==> src/rtl/axil_arbiter_2x1_pkg.sv <==
// Shared types for the two-requester AXI-Lite arbiter.
package axil_arb_pkg;

  typedef enum logic [1:0] {
    W_IDLE = 2'd0,
    W_ADDR = 2'd1,
    W_RESP = 2'd2
  } wstate_t;

  typedef enum logic [1:0] {
    R_IDLE = 2'd0,
    R_ADDR = 2'd1,
    R_DATA = 2'd2
  } rstate_t;

  typedef enum logic {
    OWN_S0 = 1'b0,
    OWN_S1 = 1'b1
  } owner_t;

  function automatic owner_t other_owner(input owner_t o);
    return (o == OWN_S0) ? OWN_S1 : OWN_S0;
  endfunction

endpackage

==> src/rtl/axil_arbiter_2x1_if.sv <==
// AXI-Lite bundle. clock/reset_n travel with the bundle but the arbiter
// runs from its own clock/reset ports.
interface axil_if #(
  parameter int DATA_WIDTH    = 32,
  parameter int ADDRESS_WIDTH = 32
) (
  input logic clock,
  input logic reset_n
);
  logic [ADDRESS_WIDTH-1:0]  awaddr;
  logic [2:0]                awprot;
  logic                      awvalid;
  logic                      awready;
  logic [DATA_WIDTH-1:0]     wdata;
  logic [DATA_WIDTH/8-1:0]   wstrb;
  logic                      wvalid;
  logic                      wready;
  logic [1:0]                bresp;
  logic                      bvalid;
  logic                      bready;
  logic [ADDRESS_WIDTH-1:0]  araddr;
  logic [2:0]                arprot;
  logic                      arvalid;
  logic                      arready;
  logic [DATA_WIDTH-1:0]     rdata;
  logic [1:0]                rresp;
  logic                      rvalid;
  logic                      rready;

  modport main (
    output awaddr, awprot, awvalid, wdata, wstrb, wvalid, bready,
    output araddr, arprot, arvalid, rready,
    input  awready, wready, bresp, bvalid, arready, rdata, rresp, rvalid
  );

  modport peripheral (
    input  awaddr, awprot, awvalid, wdata, wstrb, wvalid, bready,
    input  araddr, arprot, arvalid, rready,
    output awready, wready, bresp, bvalid, arready, rdata, rresp, rvalid
  );
endinterface

==> src/rtl/axil_arbiter_2x1_rr_arb2.sv <==
// Two-way round-robin arbiter: latches the winner on grant_en and hands
// priority to the loser once the owner's transaction is done.
module rr_arb2
  import axil_arb_pkg::*;
(
  input  logic       clock,
  input  logic       reset,
  input  logic [1:0] req,
  input  logic       grant_en,
  input  logic       done,
  output owner_t     winner
);
  owner_t ptr;
  owner_t pick;
  logic   ptr_req;

  // pointer holder wins if requesting, otherwise the other side
  always_comb begin
    ptr_req = (ptr == OWN_S0) ? req[0] : req[1];
    pick    = ptr_req ? ptr : other_owner(ptr);
  end

  // owner capture and pointer rotation
  always_ff @(posedge clock) begin
    if (reset) begin
      ptr    <= OWN_S0;
      winner <= OWN_S0;
    end else begin
      if (grant_en) winner <= pick;
      if (done)     ptr    <= other_owner(winner);
    end
  end
endmodule

==> src/rtl/axil_arbiter_2x1.sv <==
// Shares one AXI-Lite peripheral between two mains; read and write paths
// are arbitrated independently, one outstanding transaction per path.
module axil_arbiter_2x1
  import axil_arb_pkg::*;
#(
  parameter int DATA_WIDTH    = 32,
  parameter int ADDRESS_WIDTH = 32
) (
  input  logic        clock,
  input  logic        reset,
  axil_if.peripheral  s0,
  axil_if.peripheral  s1,
  axil_if.main        m
);
  wstate_t wstate, wstate_nxt;
  rstate_t rstate, rstate_nxt;
  owner_t  wown, rown;
  logic    aw_done, w_done, aw_done_nxt, w_done_nxt;
  logic    aw_hs, w_hs;
  logic [1:0] wreq, rreq;
  logic    wgrant, wfin, rgrant, rfin;

  logic [ADDRESS_WIDTH-1:0] o_awaddr, o_araddr;
  logic [2:0]               o_awprot, o_arprot;
  logic [DATA_WIDTH-1:0]    o_wdata;
  logic [DATA_WIDTH/8-1:0]  o_wstrb;
  logic                     o_awvalid, o_wvalid, o_bready, o_arvalid, o_rready;

  logic                     w_awready, w_wready, w_bvalid;
  logic [1:0]               w_bresp;
  logic                     r_arready, r_rvalid;
  logic [DATA_WIDTH-1:0]    r_rdata;
  logic [1:0]               r_rresp;

  assign wreq   = {s1.awvalid | s1.wvalid, s0.awvalid | s0.wvalid};
  assign rreq   = {s1.arvalid, s0.arvalid};
  assign wgrant = (wstate == W_IDLE) && (|wreq);
  assign rgrant = (rstate == R_IDLE) && (|rreq);
  assign wfin   = (wstate == W_RESP) && m.bvalid && o_bready;
  assign rfin   = (rstate == R_DATA) && m.rvalid && o_rready;

  rr_arb2 u_warb (
    .clock    (clock),
    .reset    (reset),
    .req      (wreq),
    .grant_en (wgrant),
    .done     (wfin),
    .winner   (wown)
  );

  rr_arb2 u_rarb (
    .clock    (clock),
    .reset    (reset),
    .req      (rreq),
    .grant_en (rgrant),
    .done     (rfin),
    .winner   (rown)
  );

  // request-side signals of whichever main owns each path
  always_comb begin
    o_awaddr  = (wown == OWN_S1) ? s1.awaddr  : s0.awaddr;
    o_awprot  = (wown == OWN_S1) ? s1.awprot  : s0.awprot;
    o_awvalid = (wown == OWN_S1) ? s1.awvalid : s0.awvalid;
    o_wdata   = (wown == OWN_S1) ? s1.wdata   : s0.wdata;
    o_wstrb   = (wown == OWN_S1) ? s1.wstrb   : s0.wstrb;
    o_wvalid  = (wown == OWN_S1) ? s1.wvalid  : s0.wvalid;
    o_bready  = (wown == OWN_S1) ? s1.bready  : s0.bready;
    o_araddr  = (rown == OWN_S1) ? s1.araddr  : s0.araddr;
    o_arprot  = (rown == OWN_S1) ? s1.arprot  : s0.arprot;
    o_arvalid = (rown == OWN_S1) ? s1.arvalid : s0.arvalid;
    o_rready  = (rown == OWN_S1) ? s1.rready  : s0.rready;
  end

  // write path: next state, done flags and owner<->m routing
  always_comb begin
    wstate_nxt  = wstate;
    aw_done_nxt = aw_done;
    w_done_nxt  = w_done;
    aw_hs       = 1'b0;
    w_hs        = 1'b0;
    m.awaddr    = '0;
    m.awprot    = '0;
    m.awvalid   = 1'b0;
    m.wdata     = '0;
    m.wstrb     = '0;
    m.wvalid    = 1'b0;
    m.bready    = 1'b0;
    w_awready   = 1'b0;
    w_wready    = 1'b0;
    w_bvalid    = 1'b0;
    w_bresp     = '0;
    unique case (wstate)
      W_IDLE: begin
        if (|wreq) wstate_nxt = W_ADDR;
      end
      W_ADDR: begin
        m.awaddr  = o_awaddr;
        m.awprot  = o_awprot;
        m.awvalid = o_awvalid & ~aw_done;
        m.wdata   = o_wdata;
        m.wstrb   = o_wstrb;
        m.wvalid  = o_wvalid & ~w_done;
        w_awready = m.awready & ~aw_done;
        w_wready  = m.wready & ~w_done;
        aw_hs     = o_awvalid & ~aw_done & m.awready;
        w_hs      = o_wvalid & ~w_done & m.wready;
        if ((aw_done | aw_hs) && (w_done | w_hs)) begin
          wstate_nxt  = W_RESP;
          aw_done_nxt = 1'b0;
          w_done_nxt  = 1'b0;
        end else begin
          aw_done_nxt = aw_done | aw_hs;
          w_done_nxt  = w_done | w_hs;
        end
      end
      W_RESP: begin
        m.bready = o_bready;
        w_bvalid = m.bvalid;
        w_bresp  = m.bresp;
        if (m.bvalid && o_bready) wstate_nxt = W_IDLE;
      end
      default: wstate_nxt = W_IDLE;
    endcase
  end

  // read path: next state and owner<->m routing
  always_comb begin
    rstate_nxt = rstate;
    m.araddr   = '0;
    m.arprot   = '0;
    m.arvalid  = 1'b0;
    m.rready   = 1'b0;
    r_arready  = 1'b0;
    r_rvalid   = 1'b0;
    r_rdata    = '0;
    r_rresp    = '0;
    unique case (rstate)
      R_IDLE: begin
        if (|rreq) rstate_nxt = R_ADDR;
      end
      R_ADDR: begin
        m.araddr  = o_araddr;
        m.arprot  = o_arprot;
        m.arvalid = o_arvalid;
        r_arready = m.arready;
        if (o_arvalid && m.arready) rstate_nxt = R_DATA;
      end
      R_DATA: begin
        m.rready = o_rready;
        r_rvalid = m.rvalid;
        r_rdata  = m.rdata;
        r_rresp  = m.rresp;
        if (m.rvalid && o_rready) rstate_nxt = R_IDLE;
      end
      default: rstate_nxt = R_IDLE;
    endcase
  end

  // response fan-out: the non-owner always sees zeros
  assign s0.awready = (wown == OWN_S0) & w_awready;
  assign s0.wready  = (wown == OWN_S0) & w_wready;
  assign s0.bvalid  = (wown == OWN_S0) & w_bvalid;
  assign s0.bresp   = (wown == OWN_S0) ? w_bresp : 2'b00;
  assign s1.awready = (wown == OWN_S1) & w_awready;
  assign s1.wready  = (wown == OWN_S1) & w_wready;
  assign s1.bvalid  = (wown == OWN_S1) & w_bvalid;
  assign s1.bresp   = (wown == OWN_S1) ? w_bresp : 2'b00;
  assign s0.arready = (rown == OWN_S0) & r_arready;
  assign s0.rvalid  = (rown == OWN_S0) & r_rvalid;
  assign s0.rdata   = (rown == OWN_S0) ? r_rdata : '0;
  assign s0.rresp   = (rown == OWN_S0) ? r_rresp : 2'b00;
  assign s1.arready = (rown == OWN_S1) & r_arready;
  assign s1.rvalid  = (rown == OWN_S1) & r_rvalid;
  assign s1.rdata   = (rown == OWN_S1) ? r_rdata : '0;
  assign s1.rresp   = (rown == OWN_S1) ? r_rresp : 2'b00;

  // state and done-flag registers
  always_ff @(posedge clock) begin
    if (reset) begin
      wstate  <= W_IDLE;
      rstate  <= R_IDLE;
      aw_done <= 1'b0;
      w_done  <= 1'b0;
    end else begin
      wstate  <= wstate_nxt;
      rstate  <= rstate_nxt;
      aw_done <= aw_done_nxt;
      w_done  <= w_done_nxt;
    end
  end
endmodule

==> src/flat_wrapper.sv <==
// flat-port wrapper written by rule: the top's interface ports become plain ports
module axil_arbiter_2x1_flat import axil_arb_pkg::*;
#(
  parameter int DATA_WIDTH    = 32,
  parameter int ADDRESS_WIDTH = 32
)
  (clock, reset, reset_n, s0_awaddr, s0_awprot, s0_awvalid, s0_wdata, s0_wstrb, s0_wvalid, s0_bready, s0_araddr, s0_arprot, s0_arvalid, s0_rready, s0_awready, s0_wready, s0_bresp, s0_bvalid, s0_arready, s0_rdata, s0_rresp, s0_rvalid, s1_awaddr, s1_awprot, s1_awvalid, s1_wdata, s1_wstrb, s1_wvalid, s1_bready, s1_araddr, s1_arprot, s1_arvalid, s1_rready, s1_awready, s1_wready, s1_bresp, s1_bvalid, s1_arready, s1_rdata, s1_rresp, s1_rvalid, m_awaddr, m_awprot, m_awvalid, m_wdata, m_wstrb, m_wvalid, m_bready, m_araddr, m_arprot, m_arvalid, m_rready, m_awready, m_wready, m_bresp, m_bvalid, m_arready, m_rdata, m_rresp, m_rvalid);
  axil_if #(.DATA_WIDTH(DATA_WIDTH), .ADDRESS_WIDTH(ADDRESS_WIDTH)) s0_i (.clock(clock), .reset_n(reset_n));
  axil_if #(.DATA_WIDTH(DATA_WIDTH), .ADDRESS_WIDTH(ADDRESS_WIDTH)) s1_i (.clock(clock), .reset_n(reset_n));
  axil_if #(.DATA_WIDTH(DATA_WIDTH), .ADDRESS_WIDTH(ADDRESS_WIDTH)) m_i (.clock(clock), .reset_n(reset_n));
  input  logic clock;
  input  logic reset;
  input wire logic reset_n;
  input wire logic [$bits(s0_i.awaddr)-1:0] s0_awaddr;
  input wire logic [$bits(s0_i.awprot)-1:0] s0_awprot;
  input wire logic [$bits(s0_i.awvalid)-1:0] s0_awvalid;
  input wire logic [$bits(s0_i.wdata)-1:0] s0_wdata;
  input wire logic [$bits(s0_i.wstrb)-1:0] s0_wstrb;
  input wire logic [$bits(s0_i.wvalid)-1:0] s0_wvalid;
  input wire logic [$bits(s0_i.bready)-1:0] s0_bready;
  input wire logic [$bits(s0_i.araddr)-1:0] s0_araddr;
  input wire logic [$bits(s0_i.arprot)-1:0] s0_arprot;
  input wire logic [$bits(s0_i.arvalid)-1:0] s0_arvalid;
  input wire logic [$bits(s0_i.rready)-1:0] s0_rready;
  output wire logic [$bits(s0_i.awready)-1:0] s0_awready;
  output wire logic [$bits(s0_i.wready)-1:0] s0_wready;
  output wire logic [$bits(s0_i.bresp)-1:0] s0_bresp;
  output wire logic [$bits(s0_i.bvalid)-1:0] s0_bvalid;
  output wire logic [$bits(s0_i.arready)-1:0] s0_arready;
  output wire logic [$bits(s0_i.rdata)-1:0] s0_rdata;
  output wire logic [$bits(s0_i.rresp)-1:0] s0_rresp;
  output wire logic [$bits(s0_i.rvalid)-1:0] s0_rvalid;
  input wire logic [$bits(s1_i.awaddr)-1:0] s1_awaddr;
  input wire logic [$bits(s1_i.awprot)-1:0] s1_awprot;
  input wire logic [$bits(s1_i.awvalid)-1:0] s1_awvalid;
  input wire logic [$bits(s1_i.wdata)-1:0] s1_wdata;
  input wire logic [$bits(s1_i.wstrb)-1:0] s1_wstrb;
  input wire logic [$bits(s1_i.wvalid)-1:0] s1_wvalid;
  input wire logic [$bits(s1_i.bready)-1:0] s1_bready;
  input wire logic [$bits(s1_i.araddr)-1:0] s1_araddr;
  input wire logic [$bits(s1_i.arprot)-1:0] s1_arprot;
  input wire logic [$bits(s1_i.arvalid)-1:0] s1_arvalid;
  input wire logic [$bits(s1_i.rready)-1:0] s1_rready;
  output wire logic [$bits(s1_i.awready)-1:0] s1_awready;
  output wire logic [$bits(s1_i.wready)-1:0] s1_wready;
  output wire logic [$bits(s1_i.bresp)-1:0] s1_bresp;
  output wire logic [$bits(s1_i.bvalid)-1:0] s1_bvalid;
  output wire logic [$bits(s1_i.arready)-1:0] s1_arready;
  output wire logic [$bits(s1_i.rdata)-1:0] s1_rdata;
  output wire logic [$bits(s1_i.rresp)-1:0] s1_rresp;
  output wire logic [$bits(s1_i.rvalid)-1:0] s1_rvalid;
  output wire logic [$bits(m_i.awaddr)-1:0] m_awaddr;
  output wire logic [$bits(m_i.awprot)-1:0] m_awprot;
  output wire logic [$bits(m_i.awvalid)-1:0] m_awvalid;
  output wire logic [$bits(m_i.wdata)-1:0] m_wdata;
  output wire logic [$bits(m_i.wstrb)-1:0] m_wstrb;
  output wire logic [$bits(m_i.wvalid)-1:0] m_wvalid;
  output wire logic [$bits(m_i.bready)-1:0] m_bready;
  output wire logic [$bits(m_i.araddr)-1:0] m_araddr;
  output wire logic [$bits(m_i.arprot)-1:0] m_arprot;
  output wire logic [$bits(m_i.arvalid)-1:0] m_arvalid;
  output wire logic [$bits(m_i.rready)-1:0] m_rready;
  input wire logic [$bits(m_i.awready)-1:0] m_awready;
  input wire logic [$bits(m_i.wready)-1:0] m_wready;
  input wire logic [$bits(m_i.bresp)-1:0] m_bresp;
  input wire logic [$bits(m_i.bvalid)-1:0] m_bvalid;
  input wire logic [$bits(m_i.arready)-1:0] m_arready;
  input wire logic [$bits(m_i.rdata)-1:0] m_rdata;
  input wire logic [$bits(m_i.rresp)-1:0] m_rresp;
  input wire logic [$bits(m_i.rvalid)-1:0] m_rvalid;
  assign s0_i.awaddr = s0_awaddr;
  assign s0_i.awprot = s0_awprot;
  assign s0_i.awvalid = s0_awvalid;
  assign s0_i.wdata = s0_wdata;
  assign s0_i.wstrb = s0_wstrb;
  assign s0_i.wvalid = s0_wvalid;
  assign s0_i.bready = s0_bready;
  assign s0_i.araddr = s0_araddr;
  assign s0_i.arprot = s0_arprot;
  assign s0_i.arvalid = s0_arvalid;
  assign s0_i.rready = s0_rready;
  assign s0_awready = s0_i.awready;
  assign s0_wready = s0_i.wready;
  assign s0_bresp = s0_i.bresp;
  assign s0_bvalid = s0_i.bvalid;
  assign s0_arready = s0_i.arready;
  assign s0_rdata = s0_i.rdata;
  assign s0_rresp = s0_i.rresp;
  assign s0_rvalid = s0_i.rvalid;
  assign s1_i.awaddr = s1_awaddr;
  assign s1_i.awprot = s1_awprot;
  assign s1_i.awvalid = s1_awvalid;
  assign s1_i.wdata = s1_wdata;
  assign s1_i.wstrb = s1_wstrb;
  assign s1_i.wvalid = s1_wvalid;
  assign s1_i.bready = s1_bready;
  assign s1_i.araddr = s1_araddr;
  assign s1_i.arprot = s1_arprot;
  assign s1_i.arvalid = s1_arvalid;
  assign s1_i.rready = s1_rready;
  assign s1_awready = s1_i.awready;
  assign s1_wready = s1_i.wready;
  assign s1_bresp = s1_i.bresp;
  assign s1_bvalid = s1_i.bvalid;
  assign s1_arready = s1_i.arready;
  assign s1_rdata = s1_i.rdata;
  assign s1_rresp = s1_i.rresp;
  assign s1_rvalid = s1_i.rvalid;
  assign m_awaddr = m_i.awaddr;
  assign m_awprot = m_i.awprot;
  assign m_awvalid = m_i.awvalid;
  assign m_wdata = m_i.wdata;
  assign m_wstrb = m_i.wstrb;
  assign m_wvalid = m_i.wvalid;
  assign m_bready = m_i.bready;
  assign m_araddr = m_i.araddr;
  assign m_arprot = m_i.arprot;
  assign m_arvalid = m_i.arvalid;
  assign m_rready = m_i.rready;
  assign m_i.awready = m_awready;
  assign m_i.wready = m_wready;
  assign m_i.bresp = m_bresp;
  assign m_i.bvalid = m_bvalid;
  assign m_i.arready = m_arready;
  assign m_i.rdata = m_rdata;
  assign m_i.rresp = m_rresp;
  assign m_i.rvalid = m_rvalid;
  axil_arbiter_2x1 #(.DATA_WIDTH(DATA_WIDTH), .ADDRESS_WIDTH(ADDRESS_WIDTH)) u_core (.clock(clock), .reset(reset), .s0(s0_i), .s1(s1_i), .m(m_i));
endmodule
==> config.mk <==
export PLATFORM = sky130hd
export DESIGN_NAME = axil_arbiter_2x1_flat
export DESIGN_NICKNAME = d
export VERILOG_FILES = /design/src/rtl/axil_arbiter_2x1_pkg.sv /design/src/rtl/axil_arbiter_2x1_if.sv /design/src/rtl/axil_arbiter_2x1_rr_arb2.sv /design/src/rtl/axil_arbiter_2x1.sv /design/src/flat_wrapper.sv
export SDC_FILE = /design/constraint.sdc
export NUM_CORES = 1
export LEC_CHECK = 0
export BUFFER_PORTS_ARGS = -buffer_cell sky130_fd_sc_hd__buf_4
export CORE_AREA = 4 4 177 179
export DETAILED_ROUTE_END_ITERATION = 6
export DIE_AREA = 0 0 181 183
export MAX_ROUTING_LAYER = met4
export PLACE_DENSITY = 0.45
export SYNTH_ARGS = -nofsm -noshare
export SYNTH_HDL_FRONTEND = slang
export SYNTH_SLANG_ARGS = --single-unit
==> constraint.sdc <==
create_clock -name clock -period 4.33 [get_ports clock]
set_clock_uncertainty 0.15 [all_clocks]
set_input_delay 0.433 -clock clock [delete_from_list [all_inputs] [get_ports clock]]
set_output_delay 0.433 -clock clock [all_outputs]
set_load 0.01 [all_outputs]
==> flow_metrics.env <==
export IMPL_status="complete, no violations"
export IMPL_post_cts_resized=0
export IMPL_synthSimpleGateAreaFrac=0.385
export IMPL_ioPinCount=459
export IMPL_power_density_mw_per_mm2=136
export IMPL_fin_util=0.225
export IMPL_syn_area_mm2=0.00279
export IMPL_gp_congestion=0.819
export IMPL_hp_class="in -> reg"
export IMPL_grt_ovfl_total=0
export IMPL_power_mw=0.904
export IMPL_layout_commonest_cell="buf_4"
export IMPL_cts_tree="done"
export IMPL_numCtsBuffers=3
export IMPL_crit_chain="buf_4 > mux2i_1 > nor2_1 > buf_4"
export IMPL_post_cts_setup_buffer_count=0
export IMPL_peakVddDrop_uv=85.8
export IMPL_netlist_top_cells_area="mux2i_1 39%, and2_1 16%, nor2_1 15%"
export IMPL_start_kind="flip-flop"
export IMPL_grt_max_degree=60
export IMPL_yosysUniqueCellTypes=35
export IMPL_path_clk_slew_ns=0.04
export IMPL_clock_path_buffers=2
export IMPL_endpoint_kind="primary output"
export IMPL_use_met1=0.114
export IMPL_htreeDepth=1
export IMPL_drcViolationCount=0
export IMPL_yosys_warnings=0
export IMPL_synth_xor_area_frac=0
export IMPL_synth_edf_count=0
export IMPL_syn_to_final_growth_pct=138
export IMPL_vias=4427
export IMPL_p_leak_nw=3.33
export IMPL_synth_seq_area_share=0.0718
export IMPL_cp_max_fo=59
export IMPL_slew_headroom=0.270
export IMPL_wl_mm=18.9
export IMPL_synthAdderAreaFrac=0
export IMPL_period_minus_slack_ns=2.79
export IMPL_die_width_um=181
export IMPL_cp_top_family="flip-flops"
export IMPL_vias_per_cell=3.62
export IMPL_drv_cap=0
export IMPL_path_class="reg -> out"
export IMPL_clock_latency_ns=0.24
export IMPL_placed_area_mm2=0.00655
export IMPL_yosys_area_top_type="mux2i_1"
export IMPL_core_area_mm2=0.0296
export IMPL_grt_pass1_vias=4715
export IMPL_first_iter_violations=107
export IMPL_syn_avg_cell_area_um2=6.93
export IMPL_fillCellCount=3358
export IMPL_hold_viol_final=0
export IMPL_die_h_um=183
export IMPL_root_buffer="clkbuf_16"
export IMPL_period_share=0.645
export IMPL_syn_instance_count=402
export IMPL_ant_nets=0
export IMPL_finalSetupViolations=0
export IMPL_fp_dieArea_mm2=0.0331
export IMPL_grt_pass1_wl_mm=26.8
export IMPL_cp_common_cell="buf_4"
export IMPL_synth_main_ff_cell="dfxtp_1"
export IMPL_worstPathRequired_ns=3.75
export IMPL_holdBufCountCts=0
export IMPL_rsz0062_at_grt="no"
export IMPL_use_met3=0.0288
export IMPL_fmax_ghz=0.358
export IMPL_postLayoutCellArea_mm2=0.00664
export IMPL_top_usage_layer="met2"
export IMPL_dr_pass1_iters=4
export IMPL_worstMarginPinSlew_ns=1.09
export IMPL_wl_per_cell_um=15.4
export IMPL_crit_buf_inv=2
export IMPL_finalHoldWorstSlack_ns=0.309
export IMPL_num_nets_final=1100
export IMPL_synth_top_cell_area_share=0.392
export IMPL_crit_arrival_ns=2.21
export IMPL_start_util=0.0943
export IMPL_n_antenna_cell=0
export IMPL_track_usage=0.105
export IMPL_syn_nets=668
export IMPL_antenna_found_initial=0
export IMPL_layout_drive_gt1_share=0.568
export IMPL_clock_sinks=10
export IMPL_std_cell_rows=63
export IMPL_ys_ff_latch=10
export IMPL_cp_slowest_stage_delay_ns=0.97
export IMPL_async_flop_share=0
export IMPL_synth_compound_area_share=0.0602
export IMPL_final_cell_mix="462 x buf_4, 115 x nor2_1, 109 x mux2i_1"
export IMPL_synthMuxAreaShare=0.402
export IMPL_hpwlAfterDp_mm=16.4
export IMPL_slew_violations=0
export IMPL_fin_tns_setup_ns=0
export IMPL_synth_top_family_by_area="multiplexers"
export IMPL_portBuffers=457
export IMPL_use_met2=0.195
export IMPL_slowest_stage="dfxtp_4"
[flip-flops by register name, indices dropped and copies added, names as in the netlist]
| name | cells |
|---|---|
| u_core.wstate | 2 |
| u_core.u_warb.ptr | 1 |
| u_core.u_warb.winner | 1 |
| u_core.w_done | 1 |
| u_core.aw_done | 1 |
| u_core.rstate | 2 |
| u_core.u_rarb.winner | 1 |
| u_core.u_rarb.ptr | 1 |
[cells by family (layout without fill, tap and decap cells)]
family	after synthesis	in the layout
AO/OA/AOI/OAI	24	24
multiplexers	111	111
flip-flops	10	10
AND/OR/NAND/NOR	216	216
buffers and inverters	41	472
[synthesized netlist by cell type, drive strengths merged, types with 2 or more instances]
cell	instances
o21bai	2
mux2	2
buf	26
a21o	3
nor2b	3
a21oi	5
nor4b	2
a31oi	3
o21ai	2
mux2i	109
nand2b	5
nor2	117
and3	7
and2	70
and4b	2
nor3	4
o31ai	2
nand3b	2
a211oi	2
inv	6
dfxtp	10
clkbuf	9
nor3b	2
[layer usage]
layer	routed length, um	vias to the layer above
li1	-	2208
met1	7120	1923
met2	9810	286
met3	1720	10
met4	227	0
met5	0	-
[worst register-to-register path, cell delays in order, from the launching register on]
cell and delay (ns):
dfxtp_4 0.97, buf_4 0.34, mux2_4 0.34, a21o_1 0.22, a211oi_1 0.27
[final timing paths]
check                  startpoint                    to  slack [ns]  cells after the start
max          u_core.u_warb.winner           m_awprot[0]        1.54                      4
min                         reset  u_core.u_warb.winner        0.31                      2
min reg2reg     u_core.u_rarb.ptr     u_core.u_rarb.ptr        0.32                      2
max reg2reg  u_core.u_warb.winner         u_core.w_done        1.94                      4
[stage by stage]
step / cells / worst slack, ns
detailed placement: 1219 / 1.72
global route: 1223 / 1.29
global placement: 1219 / 1.76
floorplan: 402 / 2.59
CTS: 1223 / 1.45
finish: 1223 / 1.54
[where the power goes]
part	internal (mW)	switching [mW]	total [mW]
combinational	0.349	0.251	0.600
clock	0.139	0.0455	0.185
sequential	0.0987	0.0204	0.119
total	0.586	0.317	0.904
[cell type report]
cell class | instances | area, um^2 | share of cell area
timing repair buffer | 462 | 3470 | 0.523
multi-input combinational | 351 | 2360 | 0.356
tap | 390 | 488 | 0.0735
sequential | 10 | 205 | 0.0309
clock buffer | 4 | 88.8 | 0.0134
inverter | 6 | 22.5 | 0.00339
(Power assumes the default switching activity.)
